[config.mk]
export PLATFORM = sky130hd
export DESIGN_NAME = screen_state_sequencer
export DESIGN_NICKNAME = d
export VERILOG_FILES = /design/src/rtl/screen_state_sequencer.sv
export SDC_FILE = /design/constraint.sdc
export NUM_CORES = 1
export LEC_CHECK = 0
export CORE_AREA = 2 2 48 50
export DETAILED_ROUTE_END_ITERATION = 6
export DIE_AREA = 0 0 50 52
export PLACE_DENSITY = 0.82
export SYNTH_ARGS = -nofsm -noshare
export SYNTH_HDL_FRONTEND = slang
export SYNTH_SLANG_ARGS = --single-unit
export TNS_END_PERCENT = 30
[constraint.sdc]
create_clock -name clk -period 2.6 [get_ports clk]
set_input_delay 0.78 -clock clk [delete_from_list [all_inputs] [get_ports clk]]
set_output_delay 0.78 -clock clk [all_outputs]
set_load 0.1 [all_outputs]
[src/rtl/screen_state_sequencer.sv]
// Game-flow controller: owns the screen state (TITLE/PAUSE/PLAY/WIN/GAMEOVER),
// tracks lives and level, times pauses and end screens in video frames.
module screen_state_sequencer #(
    parameter int NUM_LIVES    = 3,
    parameter int NUM_LEVELS   = 4,
    parameter int PAUSE_FRAMES = 60,
    parameter int END_FRAMES   = 300
) (
    input  logic       clk,
    input  logic       resetN,
    input  logic       startOfFrame,
    input  logic       startKey,
    input  logic       playerHit,
    input  logic       levelClear,
    output logic [1:0] bgState,
    output logic [1:0] level,
    output logic [1:0] lives,
    output logic       gameActive,
    output logic       levelLoad,
    output logic [2:0] state_dbg
);

    localparam int MAX_FRAMES = (PAUSE_FRAMES > END_FRAMES) ? PAUSE_FRAMES : END_FRAMES;
    localparam int CNT_W      = ($clog2(MAX_FRAMES + 1) > 9) ? $clog2(MAX_FRAMES + 1) : 9;

    localparam logic [CNT_W-1:0] PAUSE_LAST = CNT_W'(PAUSE_FRAMES - 1);
    localparam logic [CNT_W-1:0] END_LAST   = CNT_W'(END_FRAMES - 1);
    localparam logic [1:0]       LIVES_INIT = 2'(NUM_LIVES);
    localparam logic [1:0]       LEVEL_LAST = 2'(NUM_LEVELS - 1);

    localparam logic [2:0] ST_TITLE    = 3'd0;
    localparam logic [2:0] ST_PAUSE    = 3'd1;
    localparam logic [2:0] ST_PLAY     = 3'd2;
    localparam logic [2:0] ST_WIN      = 3'd3;
    localparam logic [2:0] ST_GAMEOVER = 3'd4;

    logic [2:0]       state_q, state_d;
    logic [CNT_W-1:0] frame_cnt_q, frame_cnt_d;
    logic [1:0]       level_q, level_d;
    logic [1:0]       lives_q, lives_d;
    logic [1:0]       bg_state_q, bg_state_d;
    logic             game_active_q, game_active_d;
    logic             level_load_q, level_load_d;
    logic             load_req;
    logic             frame_counting;
    logic             state_change;

    // Next-state and score bookkeeping; playerHit takes priority over levelClear.
    always_comb begin
        state_d  = state_q;
        level_d  = level_q;
        lives_d  = lives_q;
        load_req = 1'b0;
        case (state_q)
            ST_TITLE: begin
                if (startKey) begin
                    state_d  = ST_PAUSE;
                    lives_d  = LIVES_INIT;
                    level_d  = 2'd0;
                    load_req = 1'b1;
                end
            end
            ST_PAUSE: begin
                if (startOfFrame && (frame_cnt_q == PAUSE_LAST)) begin
                    state_d = ST_PLAY;
                end
            end
            ST_PLAY: begin
                if (playerHit) begin
                    if (lives_q > 2'd1) begin
                        state_d  = ST_PAUSE;
                        lives_d  = lives_q - 2'd1;
                        load_req = 1'b1;
                    end else begin
                        state_d = ST_GAMEOVER;
                        lives_d = 2'd0;
                    end
                end else if (levelClear) begin
                    if (level_q < LEVEL_LAST) begin
                        state_d  = ST_PAUSE;
                        level_d  = level_q + 2'd1;
                        load_req = 1'b1;
                    end else begin
                        state_d = ST_WIN;
                    end
                end
            end
            ST_WIN, ST_GAMEOVER: begin
                if (startKey || (startOfFrame && (frame_cnt_q == END_LAST))) begin
                    state_d = ST_TITLE;
                end
            end
            default: state_d = ST_TITLE;
        endcase
    end

    // Frame counter restarts on every screen change so each timed screen starts at 0.
    always_comb begin
        state_change   = (state_d != state_q);
        frame_counting = (state_q == ST_PAUSE) || (state_q == ST_WIN) ||
                         (state_q == ST_GAMEOVER);
        frame_cnt_d    = frame_cnt_q;
        if (state_change) begin
            frame_cnt_d = '0;
        end else if (frame_counting && startOfFrame) begin
            frame_cnt_d = frame_cnt_q + 1'b1;
        end
    end

    // Outputs are decoded from the next state so they land together with it.
    always_comb begin
        bg_state_d = 2'b00;
        case (state_d)
            ST_TITLE:          bg_state_d = 2'b00;
            ST_PAUSE, ST_PLAY: bg_state_d = 2'b01;
            ST_WIN:            bg_state_d = 2'b10;
            ST_GAMEOVER:       bg_state_d = 2'b11;
            default:           bg_state_d = 2'b00;
        endcase
        game_active_d = (state_d == ST_PLAY);
        level_load_d  = load_req && !level_load_q;
    end

    always_ff @(posedge clk) begin
        if (resetN) begin
            state_q       <= ST_TITLE;
            frame_cnt_q   <= '0;
            level_q       <= 2'd0;
            lives_q       <= 2'd0;
            bg_state_q    <= 2'b00;
            game_active_q <= 1'b0;
            level_load_q  <= 1'b0;
        end else begin
            state_q       <= state_d;
            frame_cnt_q   <= frame_cnt_d;
            level_q       <= level_d;
            lives_q       <= lives_d;
            bg_state_q    <= bg_state_d;
            game_active_q <= game_active_d;
            level_load_q  <= level_load_d;
        end
    end

    assign bgState    = bg_state_q;
    assign level      = level_q;
    assign lives      = lives_q;
    assign gameActive = game_active_q;
    assign levelLoad  = level_load_q;
    assign state_dbg  = state_q;

endmodule
==> run_results.csv, run 1 <==
group,metric,value,unit
run_status,status,"finished, final reports clean",
drt,route.detailed.drc,0,
setup_path,crit_path_start_kind,"input port",
final_layout,filler_cell_count,179,
clock_network,post_cts_buffers,0,
timing,min_period,2.22,ns
global_route,top_usage_layer,"met2",
die,die_w,50,µm
global_route,grt_util_met3,0.0374,
synthesis,ys_seq_elements,20,
die,start_util,0.527,
die,io_pins,17,
clock_network,clk_pin_slew,0.10,ns
synthesis,synth_fp_nets,125,
drt,vias,908,
setup_path,crit_required,2.77,ns
global_route,grt.met1_usage,0.201,
final_layout,drive_gt1_frac,0.218,
setup_path,criticalPathCategory,"input port to flip-flop",
synthesis,synth_top_area_cell,"dfxtp_1",
flow_run,drv_cap,0,
global_route,grt_use_total,0.179,
synthesis,yosysMostFrequentCell,"dfxtp_1",
clock_network,cts_sinks,20,
global_route,grt_pass1_wl,3570,µm
clock_network,cts_tree,"built",
place,place_area,0.00126,mm²
global_route,antenna_found_initial,0,
clock_network,clockBufferDepth,2,
final_layout,area_delta_synth_final,15.2,%
die,die_h,52,µm
timing,worstMarginPinSlew,0.471,ns
final_layout,stdcell_area,0.00128,mm²
place,port_buffers,16,
die,die-area,0.00260,mm²
timing,fmax,451,MHz
timing,max-slew-margin-rel,0.684,
synthesis,yosys-top-cells-count,"dfxtp_1 (20), nor2_1 (17), a21oi_1 (7)",
clock_network,ctsResizeCount,0,
global_route,use_met2,0.329,
die,core-area,0.00211,mm²
synthesis,ys.flop_type,"dfxtp_1",
drt,ant_nets,0,
setup_path,arrival,2.39,ns
setup_path,critPathMaxFanout,9,
timing,period_share,0.854,
synthesis,avgSynthCellArea,9.49,µm²
drt,routed_wl,2140,µm
synthesis,synth_top_cell_area_share,0.361,
synthesis,async_reset_ff_frac,0,
global_route,grt_start_max_net_pins,15,
clock_network,clock-root-buffer,"clkbuf_4",
drt,viasPerCell,5.64,
final_layout,final_nets,143,
clock_network,ctsHoldBuffers,0,
global_route,grt_overflow_total,0,
place,place.gp.congestion,0.818,
global_route,grt_pass1_vias,872,
power,ir_worst_vdd,0.264,mV
hold_path,hold_path.class,"flip-flop to flip-flop",
timing,slew_violations,0,
drt,first_pass_iters,3,
timing,setup_viol,0,
drt,wl_per_cell,13.3,µm
place,dp_hpwl,1680,µm
clock_network,clk_latency,0.28,ns
final_layout,diodes,0,
die,num_rows,17,
synthesis,synth_cell_types,46,
power,leakage,0.481,nW
clock_network,cts_buffers,3,
power,powerDensity,454,mW/mm²
setup_path,end_kind,"flip-flop",
drt,drtIter0Drc,11,
timing,grt_setup_unrepaired,"no",
synthesis,synth_edf_count,0,
synthesis,netlist_instances,117,
timing,tns,0,ns
timing,hold_viol_final,0,
synthesis,ys_seq_area_frac,0.361,
clock_network,htree_levels,1,
timing,skew,0.00198,ns
synthesis,syn-cell-area,0.00111,mm²
synthesis,yosys-top-cells-area,"dfxtp_1 (36%), nor2_1 (5.7%), xor2_1 (3.9%)",
synthesis,ys_warn_count,0,
final cells by class:
class / count / area, µm² / area share
multi-input cells: 91 / 669 / 0.523
flip-flops and latches: 20 / 400 / 0.313
repair buffers: 18 / 148 / 0.115
inverters: 1 / 3.75 / 0.00294
well taps: 28 / 35.0 / 0.0274
clock buffers: 3 / 22.5 / 0.0176
power by group:
part / internal [W] / total (W) / switching (W)
Sequential: 0.000314 / 0.000324 / 0.00000947
Clock: 0.0000538 / 0.000137 / 0.0000833
Combinational: 0.0000380 / 0.000119 / 0.0000813
Total: 0.000406 / 0.000580 / 0.000174
kinds of logic after synthesis:
logic type	synth area share
flip-flops	0.361
XOR/XNOR	0.0631
AND/OR/NAND/NOR	0.311
multiplexers	0.0282
buffers and inverters	0.0361
adder cells (fa/ha/maj)	0.0225
AO/OA/AOI/OAI	0.178
layout by cell type (no fill, tap or decap), types with 2 or more instances in the layout:
| master | instances |
|---|---|
| dfxtp_1 | 20 |
| nor2_1 | 17 |
| buf_4 | 13 |
| a21oi_1 | 7 |
| xor2_1 | 5 |
| nand2_1 | 5 |
| clkdlybuf4s50_1 | 5 |
| nor3_1 | 3 |
| nor3b_1 | 3 |
| o2111ai_1 | 3 |
| xnor2_1 | 3 |
| clkbuf_4 | 3 |
| and3b_1 | 2 |
| nand4bb_1 | 2 |
| or3b_1 | 2 |
| nor2b_1 | 2 |
| nor3_2 | 2 |
| mux2i_1 | 2 |
| o21ai_0 | 2 |
| a31oi_1 | 2 |
| o21bai_1 | 2 |
| and3_2 | 2 |
| o21a_1 | 2 |
| ha_1 | 2 |
flip-flops by register name (all words and copies together) (netlist names):
signal / flops
bgState: 2
frame_cnt_q: 9
gameActive: 1
level: 2
levelLoad: 1
lives: 2
state_dbg: 3
final timing paths:
kind	startpoint	endpoint	slack, ns	cells after the start
worst max-delay path	startOfFrame	frame_cnt_q[6]$_SDFFE_PP0P_	0.38	5
worst min-delay path	levelLoad$_SDFF_PP0_	levelLoad$_SDFF_PP0_	0.43	1
worst max register to register	frame_cnt_q[0]$_SDFFE_PP0P_	frame_cnt_q[6]$_SDFFE_PP0P_	0.72	5
worst min register to register	levelLoad$_SDFF_PP0_	levelLoad$_SDFF_PP0_	0.43	1
metrics by stage:
stage / worst slack, ns / total power [W] / utilization / cells / hold WS (ns)
after floorplan: 0.435 / 0.000422 / - / 117 / 0.472
after global placement: 0.146 / 0.000448 / 0.597 / 158 / 0.410
after detailed placement: 0.0622 / 0.000450 / 0.597 / 158 / 0.417
after CTS: 0.384 / 0.000589 / 0.607 / 161 / 0.433
after global routing: 0.312 / 0.000610 / 0.607 / 161 / 0.441
final: 0.381 / 0.000580 / 0.607 / 161 / 0.429
worst max-delay path, stage by stage:
cell and delay (ns):
clkdlybuf4s50_1 0.49, and2_0 0.30, a31oi_2 0.20, o311ai_4 0.52, nor2_1 0.10
metal layers:
metal  vias to the layer above  routed length, µm
met5                         -                  0
met4                         0                 12
met3                         2                 47
met2                        14               1080
met1                       432                998
li1                        460                  -
(Power assumes the default switching activity.)
==> inputs of run 2 (changes only) <==
--- a/config.mk
+++ b/config.mk
@@ -5,10 +5,11 @@
 export SDC_FILE = /design/constraint.sdc
 export NUM_CORES = 1
 export LEC_CHECK = 0
-export CORE_AREA = 2 2 48 50
+export CORE_AREA = 2 2 41 59
 export DETAILED_ROUTE_END_ITERATION = 6
-export DIE_AREA = 0 0 50 52
-export PLACE_DENSITY = 0.82
+export DIE_AREA = 0 0 43 61
+export PLACE_DENSITY = 0.81
+export SETUP_SLACK_MARGIN = 0.4
 export SYNTH_ARGS = -nofsm -noshare
 export SYNTH_HDL_FRONTEND = slang
 export SYNTH_SLANG_ARGS = --single-unit
==> run 2 against run 1 <==
Against the previous run:
- register-to-register slack worse by 0.04 ns
- clock power up 86%
- global-route usage up 0.26 points
- die area up 0.88%
- clock skew about the same
- sequential power about the same
- largest cell class unchanged
- critical path type unchanged
- combinational power about the same
- highest routed layer unchanged
==> run_results.csv, run 2 (synthesis gave the netlist of run 1 again) <==
group,metric,value,unit
die,die-area,0.00262,mm²
hold_path,hold_path.class,"flip-flop to flip-flop",
clock_network,ctsResizeCount,0,
timing,slew_violations,0,
timing,worstMarginPinSlew,0.472,ns
setup_path,criticalPathCategory,"input port to flip-flop",
timing,setup_ws,0.492,ns
run_status,status,"finished, final reports clean",
drt,ant_nets,0,
timing,hold_viol_final,0,
setup_path,cpMaxStageDelayCell,"clkdlybuf4s50_1",
timing,holdWs,0.424,ns
setup_path,critPathMaxFanout,9,
setup_path,crit_path_start_kind,"input port",
final_layout,final_nets,143,
final_layout,drive_gt1_frac,0.231,
hold_path,hold_path_depth,1,
die,start_util,0.528,
power,leakage,0.501,nW
global_route,grt_use_total,0.181,
place,place_ws,0.0970,ns
global_route,grt_pass1_vias,880,
power,power_frac_seq,0.464,
clock_network,clk_pin_slew,0.11,ns
timing,fmax,474,MHz
place,port_buffers,16,
setup_path,crit_required,2.79,ns
final_layout,area_delta_synth_final,17.9,%
die,io_pins,17,
timing,setup_viol,0,
place,dp_hpwl,1660,µm
clock_network,cts_sinks,20,
setup_path,crit_buf_inv,1,
die,core-area,0.00210,mm²
setup_path,path_delay_family,"compound AO/OA/AOI/OAI gates",
timing,skew,0.00185,ns
final_layout,diodes,0,
setup_path,path_cells,"clkdlybuf4s50_1 > nor2b_1 > or3_1 > a21oi_1 > o311ai_4 > nor2_1",
clock_network,ctsHoldBuffers,0,
power,p_clk_frac,0.365,
setup_path,arrival,2.30,ns
hold_path,hp-start,"levelLoad$_SDFF_PP0_",
power,p_switching,0.000189,W
timing,min_period,2.11,ns
clock_network,cts_tree,"built",
global_route,grt_pass1_wl,3580,µm
global_route,grt_overflow_total,0,
power,p_int,0.000508,W
drt,first_pass_iters,4,
place,place_area,0.00125,mm²
timing,tns,0,ns
power,powerDensity,533,mW/mm²
global_route,grt_start_max_net_pins,15,
setup_path,end_kind,"flip-flop",
drt,route.detailed.drc,0,
setup_path,slowest_delay,0.52,ns
clock_network,clockBufferDepth,2,
setup_path,reg2reg_depth,6,
hold_path,hold_end,"levelLoad$_SDFF_PP0_",
final_layout,final_common_cell,"dfxtp_1",
drt,routed_wl,2160,µm
setup_path,r2r_start,"frame_cnt_q[0]$_SDFFE_PP0P_",
clock_network,cts_buffers,3,
clock_network,clock-root-buffer,"clkbuf_4",
timing,max-slew-margin-rel,0.685,
timing,period_share,0.811,
drt,viasPerCell,5.84,
setup_path,r2r_slack,0.68,ns
setup_path,r2r_end,"frame_cnt_q[5]$_SDFFE_PP0P_",
place,place.gp.congestion,0.773,
final_layout,regMostFlops,"frame_cnt_q",
power,comb_power_share,0.171,
final_layout,largest_register_ffs,9,
die,die_h,61,µm
power,sw_frac_of_total,0.271,
clock_network,post_cts_buffers,0,
die,die_w,43,µm
drt,wl_per_cell,13.8,µm
drt,drtIter0Drc,10,
die,num_rows,20,
drt,vias,911,
flow_run,drv_cap,0,
final_layout,final_cell_mix,"dfxtp_1 (20), nor2_1 (17), buf_4 (13)",
final_layout,stdcell_area,0.00131,mm²
clock_network,clk_latency,0.31,ns
power,ir_worst_vdd,0.383,mV
global_route,antenna_found_initial,0,
timing,grt_setup_unrepaired,"no",
final_layout,filler_cell_count,193,
clock_network,htree_levels,1,
==> run 2: cell types whose count changed in the layout (fill, tap and decap cells not counted) <==
cell / previous run / this run
and2_2: 0 / 1
and2_0: 1 / 0
bufinv_16: 0 / 1
nor3_4: 0 / 1
nor3_2: 2 / 1
==> run 2: through the flow <==
| step | power [W] | utilization | instances |
|---|---|---|---|
| final | 0.000697 | 0.623 | 156 |
| after global routing | 0.000718 | 0.623 | 156 |
| after CTS | 0.000703 | 0.619 | 156 |
| after detailed placement | 0.000450 | 0.594 | 152 |
| after global placement | 0.000448 | 0.594 | 152 |
| after floorplan | 0.000422 | - | 117 |
==> run 2: final cells by class <==
type,count,area [µm²],area share
multi-input cells,91,677,0.517
flip-flops and latches,20,400,0.306
repair buffers,18,148,0.113
clock inverters,1,30.0,0.0229
well taps,22,27.5,0.0210
clock buffers,3,22.5,0.0172
inverters,1,3.75,0.00287
==> run 2: power groups by stage <==
stage | sequential, W | clock, W | combinational, W
after CTS | 0.000324 | 0.000260 | 0.000120
after detailed placement | 0.000331 | 0 | 0.000119
final | 0.000323 | 0.000255 | 0.000119
after floorplan | 0.000375 | 0 | 0.0000474
after global routing | 0.000325 | 0.000266 | 0.000126
after global placement | 0.000330 | 0 | 0.000117
==> run 2: how the worst max path moves through the flow <==
stage | start | endpoint | slack, ns | cells after the start
2_1_floorplan | level[0]$_SDFFE_PP0P_ | frame_cnt_q[0]$_SDFFE_PP0P_ | 0.44 | 6
3_3_place_gp | startOfFrame | frame_cnt_q[3]$_SDFFE_PP0P_ | 0.15 | 5
3_5_place_dp | startOfFrame | frame_cnt_q[5]$_SDFFE_PP0P_ | 0.1 | 5
4_1_cts | startOfFrame | bgState[0]$_SDFF_PP0_ | 0.42 | 6
5_1_grt | levelClear | frame_cnt_q[6]$_SDFFE_PP0P_ | 0.41 | 6
6_report | levelClear | frame_cnt_q[5]$_SDFFE_PP0P_ | 0.49 | 6
==> run 2: routing by layer <==
layer	wire length (µm)	up-vias	global-route usage
met5	0	-	0
met4	66	0	0.104
met3	72	7	0.0179
met2	1150	20	0.342
met1	874	418	0.195
li1	-	466	-
